## config.mk

```make
export PLATFORM = sky130hd
export DESIGN_NAME = point_halve
export DESIGN_NICKNAME = d
export VERILOG_FILES = /design/src/rtl/point_halve.sv
export SDC_FILE = /design/constraint.sdc
export NUM_CORES = 1
export LEC_CHECK = 0
export BUFFER_PORTS_ARGS = -buffer_cell sky130_fd_sc_hd__clkbuf_2
export CAP_MARGIN = 25
export CORE_MARGIN = 2
export CORE_UTILIZATION = 35
export CTS_BUF_LIST = sky130_fd_sc_hd__clkbuf_4 sky130_fd_sc_hd__clkbuf_8
export CTS_CLUSTER_DIAMETER = 80
export DETAILED_ROUTE_END_ITERATION = 10
export PLACE_DENSITY = 0.52
export SLEW_MARGIN = 15
export SYNTH_ARGS = -nofsm -noshare
export SYNTH_HDL_FRONTEND = slang
export SYNTH_SLANG_ARGS = --single-unit
```

## constraint.sdc

```tcl
create_clock -name clk -period 4.46 [get_ports clk]
set_input_delay 0 -clock clk [delete_from_list [all_inputs] [get_ports clk]]
set_output_delay 0 -clock clk [all_outputs]
set_load 0.01 [all_outputs]
```

## src/rtl/point_halve.sv

```systemverilog
// Sequential GF(2^7) elliptic-curve point halver (Knudsen) on y^2 + xy = x^3 + A*x^2 + b.
// Optional macro POINT_HALVE_LAMBDA_OUT_EN adds the lambda output (lambda-affine coordinate of P).
module point_halve #(
   parameter logic [6:0] A = 7'b0000001
) (
   input  logic        clk,
   input  logic        rst_n,
   input  logic        load,
   input  logic [13:0] point,
   output logic        busy,
   output logic        done,
   output logic        err,
   output logic [13:0] half
`ifdef POINT_HALVE_LAMBDA_OUT_EN
   ,
   output logic [6:0]  lambda
`endif
);

   typedef enum logic [2:0] {IDLE, SQA, MUL1, SQB, SQRT, MUL2, DONE} state_t;

   state_t     state;
   logic [2:0] cnt;
   logic [6:0] u;
   logic [6:0] v;    // holds y of Q, then t once MUL1 has run
   logic [6:0] s;    // shared squarer register
   logic [6:0] tr;   // running trace accumulator
   logic [6:0] ht;   // half-trace lambda_hat, later lambda_P

   logic [6:0] sq_s;
   logic [6:0] tr_nx;
   logic [6:0] mul_a;
   logic [6:0] prod;
   logic [6:0] t_val;
   logic       last;

   // Squaring mod x^7+x+1 is linear: x^8 = x^2+x, x^10 = x^4+x^3, x^12 = x^6+x^5.
   function automatic logic [6:0] gf_sq(input logic [6:0] a);
      logic [6:0] r;
      r[0] = a[0];
      r[1] = a[4];
      r[2] = a[1] ^ a[4];
      r[3] = a[5];
      r[4] = a[2] ^ a[5];
      r[5] = a[6];
      r[6] = a[3] ^ a[6];
      return r;
   endfunction

   function automatic logic [6:0] mastrovito7(input logic [6:0] a, input logic [6:0] b);
      logic [12:0] p;
      p = '0;
      for (int i = 0; i < 7; i++) begin
         if (b[i]) p = p ^ (13'(a) << i);
      end
      for (int k = 12; k >= 7; k--) begin
         if (p[k]) p = p ^ (13'h083 << (k - 7));
      end
      return p[6:0];
   endfunction

   // One multiplier: u*lambda_hat in MUL1, xP*lambda_P in MUL2.
   always_comb begin
      sq_s  = gf_sq(s);
      tr_nx = tr ^ sq_s;
      mul_a = (state == MUL2) ? s : u;
      prod  = mastrovito7(mul_a, ht);
      t_val = v ^ prod;
      last  = (cnt == 3'd5);
   end

   always_ff @(posedge clk or negedge rst_n) begin
      if (!rst_n) begin
         state <= IDLE;
         cnt   <= '0;
         u     <= '0;
         v     <= '0;
         s     <= '0;
         tr    <= '0;
         ht    <= '0;
         busy  <= 1'b0;
         done  <= 1'b0;
         err   <= 1'b0;
         half  <= '0;
`ifdef POINT_HALVE_LAMBDA_OUT_EN
         lambda <= '0;
`endif
      end else begin
         done <= 1'b0;
         case (state)
            IDLE: begin
               if (load) begin
                  u     <= point[6:0];
                  v     <= point[13:7];
                  s     <= point[6:0] ^ A;
                  tr    <= point[6:0] ^ A;
                  ht    <= point[6:0] ^ A;
                  cnt   <= '0;
                  err   <= 1'b0;
                  busy  <= 1'b1;
                  state <= SQA;
               end
            end
            SQA: begin
               s   <= sq_s;
               tr  <= tr_nx;
               cnt <= cnt + 3'd1;
               if (cnt[0]) ht <= ht ^ sq_s;
               if (last) begin
                  cnt <= '0;
                  if (tr_nx != 7'd0) begin
                     err   <= 1'b1;
                     half  <= '0;
`ifdef POINT_HALVE_LAMBDA_OUT_EN
                     lambda <= '0;
`endif
                     done  <= 1'b1;
                     state <= DONE;
                  end else begin
                     state <= MUL1;
                  end
               end
            end
            MUL1: begin
               v     <= t_val;
               s     <= t_val;
               tr    <= t_val;
               state <= SQB;
            end
            SQB: begin
               s   <= sq_s;
               tr  <= tr_nx;
               cnt <= cnt + 3'd1;
               if (last) begin
                  cnt <= '0;
                  // Tr(t) picks which of the two half-trace roots belongs to P.
                  if (tr_nx == 7'd0) begin
                     s <= v ^ u;
                  end else begin
                     s  <= v;
                     ht <= ht ^ 7'd1;
                  end
                  state <= SQRT;
               end
            end
            SQRT: begin
               s   <= sq_s;
               cnt <= cnt + 3'd1;
               if (last) begin
                  cnt   <= '0;
                  state <= MUL2;
               end
            end
            MUL2: begin
               half  <= {prod ^ sq_s, s};
`ifdef POINT_HALVE_LAMBDA_OUT_EN
               lambda <= ht;
`endif
               done  <= 1'b1;
               state <= DONE;
            end
            DONE: begin
               busy  <= 1'b0;
               state <= IDLE;
            end
            default: begin
               busy  <= 1'b0;
               state <= IDLE;
            end
         endcase
      end
   end

endmodule

```

### Word-level counts from Yosys, hierarchy flattened

Index checks and enable logic that the tools add are counted.

| storage, ports and cells | value |
|---|---|
| register bits | 58 |
| input port bits | 17 |
| word-level logic and storage cells | 125 |

| cells by class | value |
|---|---|
| add/sub/neg operators | 1 |
| equality and inequality tests | 13 |
| mux-type cells | 46 |
| bitwise operators | 25 |
| reductions and logical operators | 27 |

Operator list:

| kind | number |
|---|---|
| 13-bit 2-to-1 mux | 6 |
| 7-bit 2-to-1 mux | 8 |
| 7-bit one-hot mux with 3 select lines | 2 |
| 7-bit XOR | 5 |
| 14-bit 2-to-1 mux | 2 |
| 14-bit one-hot mux with 2 select lines | 1 |
| 7-bit one-hot mux with 4 select lines | 1 |
| 3-bit 2-to-1 mux | 8 |
| 3-bit one-hot mux with 6 select lines | 1 |
| 4-bit AND reduction | 4 |
| 2-bit inequality test (second input constant) | 7 |
| 7-bit one-hot mux with 2 select lines | 1 |
| 13-bit by 10-bit XOR with 13-bit output | 1 |
| 13-bit by 11-bit XOR with 13-bit output | 1 |
| 13-bit by 12-bit XOR with 13-bit output | 1 |
| 13-bit XOR | 1 |
| 13-bit by 9-bit XOR with 13-bit output | 1 |
| 2-bit NOT | 6 |
| 2-bit AND reduction | 6 |
| 3-bit == test (second input constant) | 3 |
| 3-bit nonzero test | 3 |
| 1-bit 2-to-1 mux | 8 |
| 2-bit nonzero test | 4 |
| 7-bit by 8-bit XOR with 8-bit output | 1 |
| other kinds (20) | 30 |

### Depth between registers and ports, before layout

Gate-level depths: netlist of the first run.

| depth | value |
|---|---|
| word-level depth | 29 |
| gate-level depth with buffers | 10 |
| gate-level depth less buffers | 8 |

### Worst setup path before layout of the first run

Ideal clock, no wire load.

| timing | value |
|---|---|
| path type | flip-flop to flip-flop |
| start point | reg state[1] |
| end point | reg tr[4] |
| library setup time | 0.142 ns |
| arrival time | 2.507 ns |
| required time | 4.318 ns |
| path slack | 1.811 ns |
| cell stages (with the launch flop) | 10 |
| cells stage by stage | dfrtp_1 and3b_1 buf_6 mux2_4 nand2_1 xor3_1 xnor3_1 xnor3_1 nand2_1 o221ai_1 |

| between the ends | value |
|---|---|
| cells in the longest elaborated chain, start to end | 22 |

Ends and longest elaborated chain:

| what | line | source |
|---|---|---|
| start: declaration | 22 | `state_t state;` |
| start signal: assignment | 74 | `state <= IDLE;` |
| start signal: assignment | 101 | `state <= SQA;` |
| start signal: assignment | 118 | `state <= DONE;` |
| 3-bit == test | 66 | `mul_a = (state == MUL2) ? s : u;` |
| 7-bit 2-to-1 mux | 66 |  |
| 7-bit 2-to-1 mux | 54 | `if (b[i]) p = p ^ (13'(a) << i);` |
| 7-bit by 8-bit XOR with 8-bit output | 54 |  |
| 13-bit 2-to-1 mux | 54 |  |
| 13-bit by 9-bit XOR with 13-bit output | 54 |  |
| 13-bit 2-to-1 mux | 54 |  |
| 13-bit by 10-bit XOR with 13-bit output | 54 |  |
| [... 6 more ...] | -- |  |
| 13-bit 2-to-1 mux | 54 |  |
| 7-bit 2-to-1 mux | 57 | `if (p[k]) p = p ^ (13'h083 << (k - 7));` |
| 2-bit NOT (no line) | -- |  |
| 6-bit 2-to-1 mux | 57 |  |
| 2-bit NOT (no line) | -- |  |
| 5-bit 2-to-1 mux | 57 |  |
| 7-bit XOR | 68 | `t_val = v ^ prod;` |
| 7-bit one-hot mux with 3 select lines | 90 | `case (state)` |
| end signal: assignment | 96 | `tr <= point[6:0] ^ A;` |
| end signal: assignment | 106 | `tr <= tr_nx;` |
| end signal: assignment | 127 | `tr <= t_val;` |
| end: declaration | 27 | `logic [6:0] tr;` |

Several ways; a longest one is shown, not always the timed one.
A chain may end at the register's enable or synchronous reset.

### Worst setup path after layout of the first run

| timing | value |
|---|---|
| start point | reg state[1] |
| end point | reg s[0] |

| between the ends | value |
|---|---|
| cells in the longest elaborated chain, start to end | 24 |

Ends and longest elaborated chain:

| what | line | source |
|---|---|---|
| 3-bit == test | 66 |  |
| 7-bit 2-to-1 mux | 66 |  |
| 7-bit 2-to-1 mux | 54 |  |
| 7-bit by 8-bit XOR with 8-bit output | 54 |  |
| 13-bit 2-to-1 mux | 54 |  |
| 13-bit by 9-bit XOR with 13-bit output | 54 |  |
| 13-bit 2-to-1 mux | 54 |  |
| 13-bit by 10-bit XOR with 13-bit output | 54 |  |
| [... 8 more ...] | -- |  |
| 6-bit 2-to-1 mux | 57 |  |
| 5-bit 2-to-1 mux | 57 |  |
| 4-bit 2-to-1 mux | 57 |  |
| 3-bit 2-to-1 mux | 57 |  |
| 2-bit NOT (no line) | -- |  |
| 2-bit 2-to-1 mux | 57 |  |
| 7-bit XOR | 68 |  |
| 7-bit one-hot mux with 4 select lines | 90 |  |
| end signal: assignment | 95 | `s <= point[6:0] ^ A;` |
| end signal: assignment | 105 | `s <= sq_s;` |
| end signal: assignment | 126 | `s <= t_val;` |
| end: declaration | 26 | `logic [6:0] s;` |

Several ways; a longest one is shown, not always the timed one.

==> results of run 1 <==
[path summary, 6_finish.rpt]
path / startpoint / to / slack (ns) / cells after the start
min in group asynchronous: rst_n / half[8] / 0.36 / 3
min reg2reg: half[6] / half[6] / 0.48 / 2
max in group asynchronous: rst_n / cnt[0] / 3.57 / 3
max reg2reg: state[1] / s[0] / 0.88 / 8
max: state[1] / s[0] / 0.88 / 8
min: point[3] / u[3] / 0.007 / 3
[area by class of cell]
type	instances	area, um^2	area share [%]
clock inverters	5	52.6	1.09
well taps	143	179	3.72
inverters	18	67.6	1.40
multi-input cells	377	2520	52.4
flip-flops and latches	58	1450	30.2
clock buffers	11	151	3.15
repair buffers	58	385	8.01
[registers in the layout (all words and copies together), names as in the netlist]
register and cells:
cnt 3, err 1, state 3, half 14
busy 1, done 1, ht 7, s 7
u 7, tr 7, v 7
[logic make-up (layout without fill, tap and decap cells)]
family,Yosys count,in the layout,synth area share [%]
compound gates,116,116,17.9
xor+xnor,65,65,18.4
buf+inv,48,92,4.89
flops,58,58,34.8
mux,19,19,5.16
simple gates,177,177,18.9
[worst max-delay path, cell delays in order (launching register included)]
cell     delay (ns)
dfrtp_1        0.56
and3b_1        0.84
mux2_2         0.48
nand2_1        0.12
xnor3_1        0.35
xnor2_2        0.20
xnor2_1        0.37
mux2i_1        0.36
a21oi_1        0.14
[synthesized netlist by cell type (5+ instances only)]
library cell / number / area [um^2]
xor2_1: 14 / 123
xnor3_1: 10 / 225
mux2i_1: 11 / 110
o22ai_1: 6 / 37.5
nor3_1: 9 / 45.0
a21oi_1: 25 / 125
a22o_1: 7 / 61.3
nor2_1: 37 / 139
xnor2_1: 35 / 307
mux2_2: 6 / 67.6
inv_1: 17 / 63.8
o21ai_0: 32 / 160
nand2_1: 98 / 368
o211ai_1: 5 / 37.5
nand2b_1: 7 / 43.8
nor2b_1: 5 / 31.3
nand3_1: 6 / 30.0
clkbuf_1: 20 / 75.1
o221ai_1: 5 / 43.8
dfrtp_1: 58 / 1450
a31oi_1: 7 / 43.8
[layer usage]
layer | wire length [um] | global-route usage [%]
met3 | 715 | 3.48
met2 | 6140 | 34.0
met4 | 174 | 5.45
met1 | 5840 | 28.8
met5 | 0 | 0
[per-stage QoR]
stage / setup slack [ns] / instance area, um^2
6_report: 0.883 / 4810
2_1_floorplan: 1.81 / 4170
3_3_place_gp: 0.892 / 4480
3_5_place_dp: 0.869 / 4480
4_1_cts: 0.866 / 4810
5_1_grt: 0.664 / 4810
==> flow_summary.ini, run 1 <==
[setup_path]
arrival_ns = 3.79
start_kind = flop
required_ns = 4.68
critPathKind = flop to flop
endpoint_kind = flop
cp_max_fo = 18

[sta]
hold_viol = 0
skew_ns = 0.00905
maxSlewHeadroom_pct = 43.8
final-max-slew-violation-count = 0
tightest_slew_ns = 0.839
holdWs_ns = 0.00730
rsz0062_at_grt = false
setup_tns_ns = 0
max_freq_ghz = 0.280
fin_crit_sh_pct = 80.2
setup_violations = 0
period_needed_ns = 3.58

[global_route]
grt_max_degree = 59
grt_pass1_wl_um = 20500
track_usage_pct = 20.8
overflow = 0
grt_pass1_vias = 3629
antenna_found_initial = 0

[cts]
clock-sinks = 58
postCtsSetupRepairBufs = 0
cts_buffers = 9
htreeDepth = 3
cts_tree = yes
clk_pin_slew_worst_paths_ns = 0.07
cts_resized = 0
clock-root-buffer = clkbuf_8
hold_buffers = 13
clk_latency_ns = 0.34
clk_path_buf_depth = 2

[detailed_routing]
via_per_inst = 5.59
routed_wl_um = 12900
num_vias = 3743
drt-initial-drc-count = 246
drtAntennaViolNets = 0
drtPass1Iterations = 8
post_drt_wl_per_cell_um = 19.2
remaining_drc_errors = 5

[finish]
syn_to_final_growth_pct = 15.3
final_common_cell = nand2_1
fin_nets = 539
diodes = 0
drive_gt1_share_pct = 15.2
fillers = 1171
fin_util_pct = 41.8
stdcell_count = 670
mostFrequentLayoutCells = nand2_1, dfrtp_1, nor2_1

[job]
maxCapViolations = 0

[die]
core_region_area_um2 = 11500
die_area_um2 = 12800
die_x_um = 113
num_rows = 39
chipHeight_um = 113
io_pins = 34
start_util_pct = 36.2

[place]
dpl.hpwl_um = 9380
globalplace.congestion = 0.883
io_buffers = 33
place_inst = 641

[yosys]
yosysWarnings = 0
synthFlopType = dfrtp_1
ys_types = 60
syn_area_um2 = 4170
syn_inst = 483
synth-edff-count = 0
syn_avg_cell_area_um2 = 8.64
yosys_register_bits = 58
syn_nets = 500
seq_area_frac_synth_pct = 34.8
ys_async_sr_fraction_pct = 100

[min_path]
hold_path_class = input pin to flop

[status]
status = finished, violations left
violations = DRC
Power of run 1 is not shown: default switching activity piles up to over one toggle a cycle in this logic, so the estimate is an artifact.
==> run 2, diff against run 1 <==
- clock period: 4.46 -> 3.58 ns (I/O delays scaled with it)
==> flow_summary.ini, run 2 (same netlist as run 1, synthesis figures left out) <==
[cts]
clk_latency_ns = 0.37
clk_pin_slew_worst_paths_ns = 0.07
hold_buffers = 14
clk_path_buf_depth = 2
clock-root-buffer = clkbuf_8
clock-sinks = 58
cts_tree = yes
htreeDepth = 3
cts_resized = 0
cts_buffers = 9
postCtsSetupRepairBufs = 0

[min_path]
hold_path_class = input pin to flop

[global_route]
grt_pass1_vias = 3697
overflow = 0
track_usage_pct = 21.7
grt_pass1_wl_um = 21000
antenna_found_initial = 0
grt_max_degree = 32

[sta]
rsz0062_at_grt = false
tightest_slew_ns = 0.846
period_needed_ns = 2.99
max_freq_ghz = 0.334
hold_viol = 0
setup_tns_ns = 0
skew_ns = 0.00927
final-max-slew-violation-count = 0
fin_crit_sh_pct = 83.6
setup_violations = 0
maxSlewHeadroom_pct = 43.6

[setup_path]
required_ns = 3.80
arrival_ns = 3.21
critPathTopFamily = XOR/XNOR gates
path_cells = nand3b_4 -> mux2_2 -> nand2_1 -> xnor3_2 -> xnor3_1 -> xnor2_2 -> xnor2_1 -> o221ai_1
crit_buf_inv = 0
critPathKind = flop to flop
critPathMaxStageDelay_ns = 0.49
endpoint_kind = flop
cp_max_fo = 12
timing.critical_path.slowest_stage_cell = xnor3_2
start_kind = flop

[finish]
mostFrequentLayoutCells = nand2_1, dfrtp_1, nor2_1
fin_util_pct = 42.2
drive_gt1_share_pct = 15.9
fillers = 1157
syn_to_final_growth_pct = 16.4
diodes = 0
fin_nets = 547
top_register = half
final_common_cell = nand2_1
largest_reg_flops = 14

[place]
globalplace.congestion = 0.877
io_buffers = 33
dpl.hpwl_um = 9680

[detailed_routing]
via_per_inst = 5.50
drt-initial-drc-count = 255
drtAntennaViolNets = 0
routed_wl_um = 13100
drtPass1Iterations = 8
num_vias = 3724
post_drt_wl_per_cell_um = 19.4
remaining_drc_errors = 5

[status]
violations = DRC
status = finished, violations left

[job]
maxCapViolations = 0

[die]
num_rows = 39
chipHeight_um = 113
die_x_um = 113
die_area_um2 = 12800
io_pins = 34
core_region_area_um2 = 11500
start_util_pct = 36.2
[run 2: changes by cell type in the layout (fill, tap and decap cells not counted), sizes merged]
cell         previous run  this run
buf                    12        19
clkbuf                 44        45
clkinv                  4         3
clkinvlp                1         0
dlygate4sd3            13        14
[run 2: stage by stage]
step,hold slack [ns],area [um^2],std cells,worst slack [ns]
floorplan,-0.296,4170,483,0.931
global placement,0.140,4520,648,0.676
detailed placement,0.156,4520,648,0.646
CTS,0.00280,4860,677,0.617
global route,0.0631,4860,677,0.459
finish,0.0236,4860,677,0.587
[run 2: final timing paths]
check / startpoint / endpoint / slack (ns) / depth (start not counted)
worst max-delay path: state[1] / tr[3] / 0.59 / 8
worst min-delay path: point[8] / v[1] / 0.02 / 4
worst max register to register: state[1] / tr[3] / 0.59 / 8
worst min register to register: half[8] / half[8] / 0.48 / 2
max in group asynchronous: rst_n / ht[0] / 2.35 / 3
min in group asynchronous: rst_n / half[8] / 0.28 / 2
[run 2: per-layer routing]
metal | global-route usage, % | vias up | wire length [um]
met1 | 29.3 | 1790 | 5960
met3 | 5.52 | 26 | 877
li1 | - | 1761 | -
met5 | 0 | - | 0
met4 | 8.21 | 0 | 286
met2 | 33.7 | 147 | 6010
[run 2: worst reg2reg max path: stages (launching register included)]
cell	delay, ns
dfrtp_1	0.41
nand3b_4	0.27
mux2_2	0.42
nand2_1	0.10
xnor3_2	0.49
xnor3_1	0.43
xnor2_2	0.39
xnor2_1	0.20
o221ai_1	0.14
[run 2: layout make-up]
class	count	area [um^2]	area share, %
Sequential cell	58	1450	29.9
Inverter	18	67.6	1.39
Multi-Input combinational cell	377	2520	51.8
Clock inverter	3	40.0	0.825
Clock buffer	12	153	3.14
Tap cell	143	179	3.68
Timing Repair Buffer	66	448	9.22
Power of run 2 is left out for the same reason.
